**src/rtl/output_drain_unit.sv**
```systemverilog
// Drains accelerator results: walks node IDs, reads each word from the output SRAM and
// streams the words to the host in node order through a credit-limited return FIFO.
module output_drain_unit #(
    parameter int FV_W        = 16,
    parameter int FV_PER_WORD = 2,
    parameter int NODE_ID_W   = 6,
    parameter int FIFO_DEPTH  = 4
) (
    input  logic                          clk_i,
    input  logic                          reset_i,
    input  logic                          task_complete_i,
    input  logic [NODE_ID_W:0]            num_nodes_i,
    output logic                          rd_req_o,
    output logic [NODE_ID_W-1:0]          rd_node_id_o,
    input  logic                          rd_grant_i,
    input  logic                          rd_valid_i,
    input  logic [FV_PER_WORD*FV_W-1:0]   rd_data_i,
    output logic                          out_valid_o,
    input  logic                          out_ready_i,
    output logic [FV_PER_WORD*FV_W-1:0]   out_data_o,
    output logic [NODE_ID_W-1:0]          out_node_id_o,
    output logic                          out_last_o,
    output logic                          drain_busy_o,
    output logic                          drain_done_o,
    output logic                          err_unexp_o
);
    localparam int DW = FV_PER_WORD * FV_W;
    localparam int PW = $clog2(FIFO_DEPTH);
    localparam int CW = PW + 1;
    localparam int SW = CW + 1;
    localparam logic [NODE_ID_W:0] ONE_N   = 1;
    localparam logic [CW-1:0]      ONE_C   = 1;
    localparam logic [CW-1:0]      DEPTH_C = FIFO_DEPTH;
    localparam logic [PW-1:0]      ONE_P   = 1;
    localparam logic [SW-1:0]      ONE_S   = 1;

    typedef enum logic [1:0] {S_IDLE, S_ISSUE, S_WAIT, S_DONE} state_t;

    state_t                 state_q;
    logic                   busy_q, done_q;
    logic                   tc_prev_q;
    logic [NODE_ID_W:0]     n_q, n_d;
    logic [NODE_ID_W:0]     issue_cnt_q, issue_cnt_d;
    logic [NODE_ID_W:0]     ret_cnt_q, ret_cnt_d;
    logic [CW-1:0]          outstanding_q, outstanding_d;
    logic [CW-1:0]          count_q, count_d;
    logic [CW-1:0]          credit_used;
    logic [PW-1:0]          wr_ptr_q, rd_ptr_q;
    logic [SW-1:0]          stale_q, stale_d, stale_carry, stale_rst;
    logic                   err_q, err_d;
    logic [DW-1:0]          data_mem_q [FIFO_DEPTH];
    logic [NODE_ID_W-1:0]   id_mem_q   [FIFO_DEPTH];

    logic start, grant, push, pop, stale_hit, unexp, head_last;

    // Reads that were in flight when reset hit are tracked as stale so their late
    // returns are silently dropped instead of raising err_unexp.
    assign start       = (state_q == S_IDLE) && task_complete_i && !tc_prev_q;
    assign grant       = rd_req_o && rd_grant_i;
    assign stale_hit   = rd_valid_i && (stale_q != '0);
    assign push        = rd_valid_i && (stale_q == '0) && (outstanding_q != '0);
    assign unexp       = rd_valid_i && (stale_q == '0) && (outstanding_q == '0);
    assign pop         = out_valid_o && out_ready_i;
    assign credit_used = outstanding_q + count_q;
    assign stale_carry = stale_q + {1'b0, outstanding_q};
    assign stale_rst   = (rd_valid_i && (stale_carry != '0)) ? stale_carry - ONE_S : stale_carry;

    assign rd_req_o      = (state_q == S_ISSUE) && (issue_cnt_q < n_q) && (credit_used < DEPTH_C);
    assign rd_node_id_o  = rd_req_o ? issue_cnt_q[NODE_ID_W-1:0] : '0;
    assign out_valid_o   = (count_q != '0);
    assign out_data_o    = out_valid_o ? data_mem_q[rd_ptr_q] : '0;
    assign out_node_id_o = out_valid_o ? id_mem_q[rd_ptr_q] : '0;
    assign head_last     = out_valid_o && ({1'b0, id_mem_q[rd_ptr_q]} == n_q - ONE_N);
    assign out_last_o    = head_last;
    assign drain_busy_o  = busy_q;
    assign drain_done_o  = done_q;
    assign err_unexp_o   = err_q;

    always_comb begin
        n_d           = n_q;
        issue_cnt_d   = issue_cnt_q;
        ret_cnt_d     = ret_cnt_q;
        outstanding_d = outstanding_q;
        count_d       = count_q;
        err_d         = err_q | unexp;
        stale_d       = stale_hit ? stale_q - ONE_S : stale_q;
        if (start) begin
            n_d         = num_nodes_i;
            issue_cnt_d = '0;
            ret_cnt_d   = '0;
        end else begin
            if (grant) issue_cnt_d = issue_cnt_q + ONE_N;
            if (push)  ret_cnt_d   = ret_cnt_q + ONE_N;
        end
        if (grant && !push)      outstanding_d = outstanding_q + ONE_C;
        else if (!grant && push) outstanding_d = outstanding_q - ONE_C;
        if (push && !pop)        count_d = count_q + ONE_C;
        else if (!push && pop)   count_d = count_q - ONE_C;
    end

    always_ff @(posedge clk_i) begin
        if (reset_i) begin
            state_q <= S_IDLE;
            busy_q  <= 1'b0;
            done_q  <= 1'b0;
        end else begin
            unique case (state_q)
                S_IDLE: if (start) begin
                    if (num_nodes_i == '0) begin
                        state_q <= S_DONE;
                        done_q  <= 1'b1;
                    end else begin
                        state_q <= S_ISSUE;
                        busy_q  <= 1'b1;
                    end
                end
                S_ISSUE: if (issue_cnt_q == n_q) state_q <= S_WAIT;
                S_WAIT: if (pop && head_last) begin
                    state_q <= S_DONE;
                    busy_q  <= 1'b0;
                    done_q  <= 1'b1;
                end
                S_DONE: if (!task_complete_i) begin
                    state_q <= S_IDLE;
                    done_q  <= 1'b0;
                end
            endcase
        end
    end

    always_ff @(posedge clk_i) begin
        if (reset_i) begin
            tc_prev_q     <= 1'b0;
            n_q           <= '0;
            issue_cnt_q   <= '0;
            ret_cnt_q     <= '0;
            outstanding_q <= '0;
            count_q       <= '0;
            wr_ptr_q      <= '0;
            rd_ptr_q      <= '0;
            err_q         <= 1'b0;
            stale_q       <= stale_rst;
        end else begin
            tc_prev_q     <= task_complete_i;
            n_q           <= n_d;
            issue_cnt_q   <= issue_cnt_d;
            ret_cnt_q     <= ret_cnt_d;
            outstanding_q <= outstanding_d;
            count_q       <= count_d;
            err_q         <= err_d;
            stale_q       <= stale_d;
            if (push) wr_ptr_q <= wr_ptr_q + ONE_P;
            if (pop)  rd_ptr_q <= rd_ptr_q + ONE_P;
        end
    end

    always_ff @(posedge clk_i) begin
        if (!reset_i && push) begin
            data_mem_q[wr_ptr_q] <= rd_data_i;
            id_mem_q[wr_ptr_q]   <= ret_cnt_q[NODE_ID_W-1:0];
        end
    end
endmodule

```
**config.mk**
```make
export PLATFORM = sky130hd
export DESIGN_NAME = output_drain_unit
export DESIGN_NICKNAME = d
export VERILOG_FILES = /design/src/rtl/output_drain_unit.sv
export SDC_FILE = /design/constraint.sdc
export NUM_CORES = 1
export LEC_CHECK = 0
export CAP_MARGIN = 20
export CORE_ASPECT_RATIO = 1.1
export CORE_MARGIN = 4
export CORE_UTILIZATION = 51
export CTS_CLUSTER_SIZE = 14
export DETAILED_ROUTE_END_ITERATION = 10
export GPL_ROUTABILITY_DRIVEN = 0
export PLACE_DENSITY = 0.76
export SETUP_SLACK_MARGIN = 0.15
export SLEW_MARGIN = 40
export SYNTH_ARGS = -nofsm -noshare
export SYNTH_HDL_FRONTEND = slang
export SYNTH_SLANG_ARGS = --single-unit
```
**constraint.sdc**
```tcl
create_clock -name clk_i -period 3.03 [get_ports clk_i]
set_clock_uncertainty 0.2 [all_clocks]
set_input_delay 0.4545 -clock clk_i [delete_from_list [all_inputs] [get_ports clk_i]]
set_output_delay 0.4545 -clock clk_i [all_outputs]
set_load 0.1 [all_outputs]
```
# Word level (Yosys, flattened, before mapping)
# Memory sizes are Yosys's and may differ from the RTL's. A register that Yosys moved wholly into a read port is not among the register bits.
# Index checks and enable logic that the tools add are counted.
[totals] reg_bits=41 inputBits=45 mem_count=2 mem_bits_rw=152
[memory_table] name="data_mem_q" depth=4 width=32 read_ports=1 rd_clocked_by_memory_dff=1 wr=1 line="51" text="logic [DW-1:0] data_mem_q [FIFO_DEPTH];"
[memory_table] name="id_mem_q" depth=4 width=6 read_ports=1 rd_clocked_by_memory_dff=1 wr=1 line="52" text="logic [NODE_ID_W-1:0] id_mem_q [FIFO_DEPTH];"
[classes] eq_ne=11 n_reduce_logical=40 bitwise=1 add_sub_neg=13 magnitude_cmp=2 mux=31
[ops] op="32-bit two-way mux" n=1
[ops] op="1-bit logical AND" n=18
[ops] op="2-bit two-way mux" n=9
[ops] op="7-bit by 1-bit adder with 7-bit output (second input constant)" n=2
[ops] op="3-bit two-way mux" n=4
[ops] op="4-bit two-way mux" n=3
[ops] op="6-bit two-way mux" n=2
[ops] op="1-bit two-way mux" n=9
[ops] op="3-bit nonzero test" n=3
[ops] op="2-bit inequality test (second input constant)" n=4
[ops] op="2-bit case mux with 4 select lines" n=1
[ops] op="4-bit AND reduction" n=2
[ops] op="2-bit nonzero test" n=4
[ops] op="4-bit nonzero test" n=2
[ops] op="4-bit by 1-bit subtractor with 4-bit output (second input constant)" n=2
[ops] op="6-bit by 7-bit equality test with 1-bit output" n=1
[ops] op="7-bit equality test" n=1
[ops] op="7-bit zero test" n=1
[ops] op="7-bit < comparator" n=1
[ops] op="7-bit by 1-bit subtractor with 7-bit output (second input constant)" n=1
[ops] op="3-bit by 1-bit adder with 3-bit output (second input constant)" n=2
[ops] op="3-bit by 1-bit subtractor with 3-bit output (second input constant)" n=2
[ops] op="1-bit zero test" n=5
[ops] op="5-bit AND reduction" n=1
[ops] op="14 further kinds" n=17

# Longest topological paths before layout
# Gate-level depths: netlist of the first run.
[logic_depth] word_depth=8 mapped_depth=12

# Worst setup path after synthesis of the first run
# No wires, ideal clock.
[synth_path] path_kind="flip-flop to output port" from="register outstanding_q[1]" to="output rd_node_id_o[1]" path_stages_with_launch=7 setup_slack_ps=-2015 t_arrival_ps=4390 cell_sequence="dfxtp_1 > ha_1 > a31oi_1 > xnor2_1 > o21ai_0 > nor3_1 > and2_1"
[synth_via] elab_chain_len=4
[synth_lines] element="start, declared" line="45" text="logic [CW-1:0] outstanding_q, outstanding_d;"
[synth_lines] element="start signal, assigned" line="148" text="outstanding_q <= outstanding_d;"
[synth_lines] element="3-bit adder" line="64" text="assign credit_used = outstanding_q + count_q;"
[synth_lines] element="3-bit < comparator" line="68" text="assign rd_req_o = (state_q == S_ISSUE) && (issue_cnt_q < n_q) && (credit_used < DEPTH_C);"
[synth_lines] element="1-bit logical AND" line="68"
[synth_lines] element="via rd_req_o" line="13" text="output logic rd_req_o,"
[synth_lines] element="6-bit two-way mux" line="69" text="assign rd_node_id_o = rd_req_o ? issue_cnt_q[NODE_ID_W-1:0] : '0;"
[synth_lines] element="end, declared" line="14" text="output logic [NODE_ID_W-1:0] rd_node_id_o,"
# The timed path passes the listed nets, and every way through them passes these cells.

==> impl_metrics.json, run 1 <==
{
  "run_status": "complete, but fails checks",
  "violations": "setup timing",
  "cts_tree": "done",
  "worst_setup_hold_path_clk_slew_ps": 70,
  "first_global_vias": 5312,
  "postRouteWirelength_um": 17600,
  "synth_simple_gate_area_frac": 0.0870,
  "cts.path.max_buffers": 2,
  "synth_top_family_by_area": "multiplexers",
  "async_flop_share": 0,
  "final_min_period_over_clock_period": 1.02,
  "power.density_nw_per_um2": 1060,
  "crit_path_max_fanout": 7,
  "synth_top_flop_cell": "sky130_fd_sc_hd__edfxtp_1",
  "worst_setup_slack_final_ps": -61.5,
  "maxSlewHeadroom": 0.590,
  "cts-htree-levels": 4,
  "fp.dieArea_sq_um": 18500,
  "cts-buffers-inserted": 17,
  "cp_data_arrival_time_ps": 2440,
  "worstPathRequired_ps": 2380,
  "grt_pass1_wl_um": 27600,
  "route.antenna.remaining_nets": 0,
  "number_of_endpoints_with_negative_hold_slack_in_the_final_report": 0,
  "leakage_nw": 4.11,
  "via_count": 4860,
  "vdd_ir_drop_max_uv": 930,
  "cap_violations": 0,
  "synth_fp_nets": 609,
  "diodes": 0,
  "detailed_place_hpwl_um": 10700,
  "postSynthAreaPerCell_sq_um": 15.7,
  "postSynthRegisterBits": 194,
  "cell_variety_after_synth": 43,
  "area_delta_synth_final_pct": 35.9,
  "port-buffer-count": 94,
  "drt_drc_violations_left": 0,
  "number_of_synthesized_flops_with_an_enable_pin": 156,
  "period_minus_slack_ps": 3090,
  "placement_rows": 48,
  "postLayoutCellArea_sq_um": 11300,
  "detailed_place.area_sq_um": 10200,
  "layout_common_cells": "sky130_fd_sc_hd__edfxtp_1 (156), sky130_fd_sc_hd__buf_12 (53), sky130_fd_sc_hd__clkdlybuf4s50_1 (44)",
  "clock_insertion_delay_worst_skew_ps": 430,
  "synth.area.mux_share": 0.120,
  "setup_crit_path_kind": "flip-flop to output port",
  "timing.hold.ws_ps": 300,
  "io-pin-count": 95,
  "synth_warnings": 0,
  "endpoint_kind": "output port",
  "fin_setup_tns_ps": -61.5,
  "final_common_cell": "sky130_fd_sc_hd__edfxtp_1",
  "sequential_element_share_of_the_synthesized_area": 0.653,
  "antenna_found_initial": 0,
  "p_total_mw": 12.0,
  "die-width_um": 130,
  "slew_violations": 0,
  "layout-drive-gt1-share": 0.348,
  "timing.critical_path.from_type": "flip-flop",
  "synth_area_sq_um": 8340,
  "synth_fa_ha_area_frac": 0.0507,
  "synth-xor-area-share": 0.0373,
  "clock-root-buffer": "sky130_fd_sc_hd__clkbuf_16",
  "detailedRoute.firstIterationViolations": 266,
  "max_freq_mhz": 323,
  "drtPass1Iterations": 4,
  "grt.overflow.total": 0,
  "maximum_number_of_pins_on_one_net_before_global_route_repair": 39,
  "synthesis.instances": 532,
  "dieHeight_um": 142,
  "finalSetupViolCount": 1,
  "vias_per_inst": 5.49,
  "initial_core_util": 0.526,
  "tightestPinTransition_ps": 613,
  "core_sq_um": 15900,
  "clock_sinks": 194,
  "grt.total_usage": 0.198,
  "wire_per_inst_um": 19.8,
  "unrepaired_setup_endpoints_after_global_routing": "yes",
  "worstHoldPathType": "flip-flop to flip-flop",
  "final_net_count": 750,
  "synth_area_in_compound_gates": 0.0306
}
[per-layer routing]
layer	wire (um)	track usage	vias up
met5	0	0	-
met4	301	0.0673	0
met1	7070	0.239	2437
met3	932	0.0593	24
li1	-	-	2271
met2	9260	0.341	128
[kinds of logic (layout without fill, tap and decap cells)]
kind of cell | after synthesis | in the layout
AO/OA/AOI/OAI | 39 | 39
buffers and inverters | 44 | 198
flip-flops | 194 | 194
XOR/XNOR | 34 | 34
AND/OR/NAND/NOR | 137 | 137
adder cells (fa/ha/maj) | 32 | 32
multiplexers | 52 | 52
[critical path: stages, from the launching register on]
cell                      delay [ps]
sky130_fd_sc_hd__dfxtp_4         370
sky130_fd_sc_hd__buf_12          120
sky130_fd_sc_hd__buf_8           100
sky130_fd_sc_hd__mux4_2          560
sky130_fd_sc_hd__xnor2_2         170
sky130_fd_sc_hd__nor3_2          240
sky130_fd_sc_hd__and3_4          250
sky130_fd_sc_hd__buf_12          170
[path summary, 6_finish.rpt]
path,to,cells past startpoint,from,slack [ps]
worst max-delay path,out_last_o,7,flip-flop,-60
worst min-delay path,drain_done_o,2,drain_done_o,300
worst max register to register,state_q[1],13,flip-flop,120
worst min register to register,drain_done_o,2,drain_done_o,300
[what timing repair did]
item | 4_1_cts | 5_1_grt
pin swaps | 17 | 17
cloned | 1 | 1
endpoints found under the hold margin | 0 | 0
endpoints found under the setup margin | 23 | 33
setup buffers | 25 | 4
resized for setup | 17 | 53
hold buffers | 0 | 0
[flip-flops by register name (all words and copies together) (netlist names), named ones only]
register and cells:
n_q 7, state_q 2, drain_done_o 1, err_unexp_o 1, ret_cnt_q 6, outstanding_q 3
count_q 3, issue_cnt_q 7, rd_ptr_q 2, drain_busy_o 1, data_mem_q 128, stale_q 4
tc_prev_q 1, id_mem_q 24, wr_ptr_q 2
[final cells by class]
type / instances / area (sq um)
clock buffers: 17 / 425
clock inverters: 15 / 155
fillers: 991 / 4520
inverters: 25 / 93.8
multi-input cells: 294 / 3000
flip-flops and latches: 194 / 5480
well taps: 200 / 250
repair buffers: 141 / 1930
[stage by stage]
stage / std cells / utilization / worst slack [ps]
final: 886 / 0.715 / -61.5
after global routing: 886 / 0.715 / -146
after global placement: 823 / 0.645 / 157
after detailed placement: 823 / 0.645 / 122
after floorplan: 532 / - / -13.2
after CTS: 881 / 0.699 / -32.4
[synthesized netlist by cell type (6+ instances only)]
master                       n  area share
sky130_fd_sc_hd__inv_1      25       0.011
sky130_fd_sc_hd__o21ai_0    10      0.0060
sky130_fd_sc_hd__and3_1      6      0.0045
sky130_fd_sc_hd__dfxtp_1    38       0.091
sky130_fd_sc_hd__and2_1     47       0.035
sky130_fd_sc_hd__edfxtp_1  156        0.56
sky130_fd_sc_hd__nand2_1    15      0.0067
sky130_fd_sc_hd__ha_1       29       0.043
sky130_fd_sc_hd__nor2_1     37       0.017
sky130_fd_sc_hd__mux2i_1    14       0.017
sky130_fd_sc_hd__a21oi_1    12      0.0072
sky130_fd_sc_hd__clkbuf_1   13      0.0059
sky130_fd_sc_hd__xor2_1     20       0.021
sky130_fd_sc_hd__nand4_1     7      0.0052
sky130_fd_sc_hd__xnor2_1    13       0.014
sky130_fd_sc_hd__mux4_2     36       0.097
[report_power, final]
group | internal, mW | switching, mW | leakage, nW
sequential | 3.01 | 0.126 | 1.74
combinational | 2.67 | 4.00 | 2.09
clock | 1.23 | 1.00 | 0.283
Power figures use the tool's default switching activity.
==> run 2: changes to the inputs <==
--- a/config.mk
+++ b/config.mk
@@ -12,6 +12,7 @@
 export CTS_CLUSTER_SIZE = 14
 export DETAILED_ROUTE_END_ITERATION = 10
 export GPL_ROUTABILITY_DRIVEN = 0
+export MAX_ROUTING_LAYER = met4
 export PLACE_DENSITY = 0.76
 export SETUP_SLACK_MARGIN = 0.15
 export SLEW_MARGIN = 40
==> run 2 against run 1 <==
The flow still finishes with violations (setup timing); sequential power about the same; critical endpoint unchanged; clock-buffer cell count unchanged; flip-flop and latch count unchanged.
==> impl_metrics.json, run 2 (synthesis results as in run 1) <==
{
  "detailedRoute.firstIterationViolations": 234,
  "cts.path.max_buffers": 2,
  "worstPathRequired_ps": 2380,
  "violations": "setup timing",
  "route.top_layer_used": "met4",
  "cap_violations": 0,
  "initial_core_util": 0.526,
  "power.density_nw_per_um2": 1060,
  "setup_crit_path_kind": "flip-flop to output port",
  "crit_slowest_cell": "sky130_fd_sc_hd__mux4_2",
  "postRouteWirelength_um": 17600,
  "worst_setup_hold_path_clk_slew_ps": 70,
  "leakage_nw": 4.11,
  "grt.total_usage": 0.204,
  "wirelength_met1_um": 7090,
  "diodes": 0,
  "crit_buf_inv": 3,
  "layout-drive-gt1-share": 0.350,
  "cp_max_stage_delay_ps": 560,
  "antenna_found_initial": 0,
  "place_worst_setup_slack_ps": 122,
  "detailed_place_hpwl_um": 10700,
  "regMostFlops": "data_mem_q",
  "clock_sinks": 194,
  "period_minus_slack_ps": 3090,
  "drtPass1Iterations": 4,
  "registers_with_the_highest_flip_flop_counts": "data_mem_q x128, id_mem_q x24",
  "area_delta_synth_final_pct": 35.9,
  "worstHoldPathType": "flip-flop to flip-flop",
  "io-pin-count": 95,
  "final_net_count": 750,
  "port-buffer-count": 94,
  "timing.critical_path.from_type": "flip-flop",
  "route.antenna.remaining_nets": 0,
  "layoutNonFillerInstCount": 886,
  "core_sq_um": 15900,
  "drt_drc_violations_left": 0,
  "nFillCells": 990,
  "layout_common_cells": "sky130_fd_sc_hd__edfxtp_1 (156), sky130_fd_sc_hd__buf_12 (53), sky130_fd_sc_hd__clkdlybuf4s50_1 (44)",
  "maxSlewHeadroom": 0.602,
  "unrepaired_setup_endpoints_after_global_routing": "yes",
  "timing.hold.ws_ps": 298,
  "clock_insertion_delay_worst_skew_ps": 430,
  "cp_data_arrival_time_ps": 2430,
  "final_common_cell": "sky130_fd_sc_hd__edfxtp_1",
  "run_status": "complete, but fails checks",
  "crit_path_max_fanout": 7,
  "number_of_endpoints_with_negative_hold_slack_in_the_final_report": 0,
  "slew_violations": 0,
  "grt.overflow.total": 0,
  "wire_per_inst_um": 19.8,
  "via_count": 4895,
  "max_freq_mhz": 324,
  "wire_length_on_met3_um": 848,
  "grt_pass1_wl_um": 27600,
  "worst_setup_slack_final_ps": -58.1,
  "critPathMostFrequentCell": "sky130_fd_sc_hd__buf_12",
  "dieHeight_um": 142,
  "cts-htree-levels": 4,
  "die-width_um": 130,
  "met2_wirelength_um": 9280,
  "cts-buffers-inserted": 17,
  "largest_register_ff_count": 128,
  "fp.dieArea_sq_um": 18500,
  "clock-root-buffer": "sky130_fd_sc_hd__clkbuf_16",
  "finalSetupViolCount": 1,
  "vdd_ir_drop_max_uv": 930,
  "p_total_mw": 12.0,
  "cts_tree": "done",
  "cp_cell_sequence": "buf_12 -> buf_8 -> mux4_2 -> xnor2_2 -> nor3_2 -> and3_4 -> buf_12",
  "vias_per_inst": 5.52,
  "endpoint_kind": "output port",
  "final_min_period_over_clock_period": 1.02,
  "cp_top_family": "multiplexers",
  "first_global_vias": 5311,
  "maximum_number_of_pins_on_one_net_before_global_route_repair": 39,
  "placement_rows": 48,
  "tightestPinTransition_ps": 596,
  "post-place-cells": 823
}
## run 2: cell counts in the layout (fill, tap and decap cells not counted)
Identical to the previous run, type by type.
## run 2: final cells by class
| type | instances | area [sq um] | share of cell area |
|---|---|---|---|
| clock inverters | 15 | 155 | 0.0137 |
| multi-input cells | 294 | 3010 | 0.265 |
| inverters | 25 | 93.8 | 0.00828 |
| clock buffers | 17 | 425 | 0.0375 |
| flip-flops and latches | 194 | 5480 | 0.483 |
| well taps | 200 | 250 | 0.0221 |
| repair buffers | 141 | 1930 | 0.170 |
## run 2: worst paths after layout
path                                    from           end  slack, ps  cells after the start
worst min register to register  drain_done_o  drain_done_o        300                      2
worst min-delay path            drain_done_o  drain_done_o        300                      2
worst max-delay path               flip-flop    out_last_o        -60                      7
worst max register to register     flip-flop    state_q[1]        130                     13
## run 2: worst register-to-register path, cell delays in order (launching register included)
cell	delay (ps)
sky130_fd_sc_hd__dfxtp_4	370
sky130_fd_sc_hd__buf_12	120
sky130_fd_sc_hd__mux4_2	570
sky130_fd_sc_hd__xor2_1	190
sky130_fd_sc_hd__o21ai_1	170
sky130_fd_sc_hd__o21ai_2	80
sky130_fd_sc_hd__buf_4	140
sky130_fd_sc_hd__buf_6	100
sky130_fd_sc_hd__buf_6	100
sky130_fd_sc_hd__buf_6	110
sky130_fd_sc_hd__buf_6	110
sky130_fd_sc_hd__a41oi_4	270
sky130_fd_sc_hd__nor2_2	90
sky130_fd_sc_hd__a211oi_2	200
## run 2: timing repair
item	CTS	global route
hold buffers	0	0
endpoints found under the setup margin	23	33
resized for setup	17	54
pin swaps	17	17
cloned	1	1
buffers inserted	25	4
## run 2: power breakdown
group / internal (mW) / switching (mW) / total [mW]
clock network: 1.23 / 0.995 / 2.22
logic: 2.68 / 4.00 / 6.68
registers: 3.01 / 0.126 / 3.13
total: 6.91 / 5.12 / 12.0
## run 2: metal layers
layer / global-route usage / vias to the layer above
met4: 0.0722 / 0
met1: 0.241 / 2468
li1: - / 2275
met5: - / -
met3: 0.0511 / 28
met2: 0.341 / 124
## run 2: through the flow
| step | setup TNS, ps | instance area [sq um] | util |
|---|---|---|---|
| 2_1_floorplan | -65.8 | 8470 | - |
| 3_3_place_gp | 0 | 10200 | 0.645 |
| 3_5_place_dp | 0 | 10200 | 0.645 |
| 4_1_cts | -32.4 | 11100 | 0.699 |
| 5_1_grt | -232 | 11300 | 0.715 |
| 6_report | -58.1 | 11300 | 0.715 |
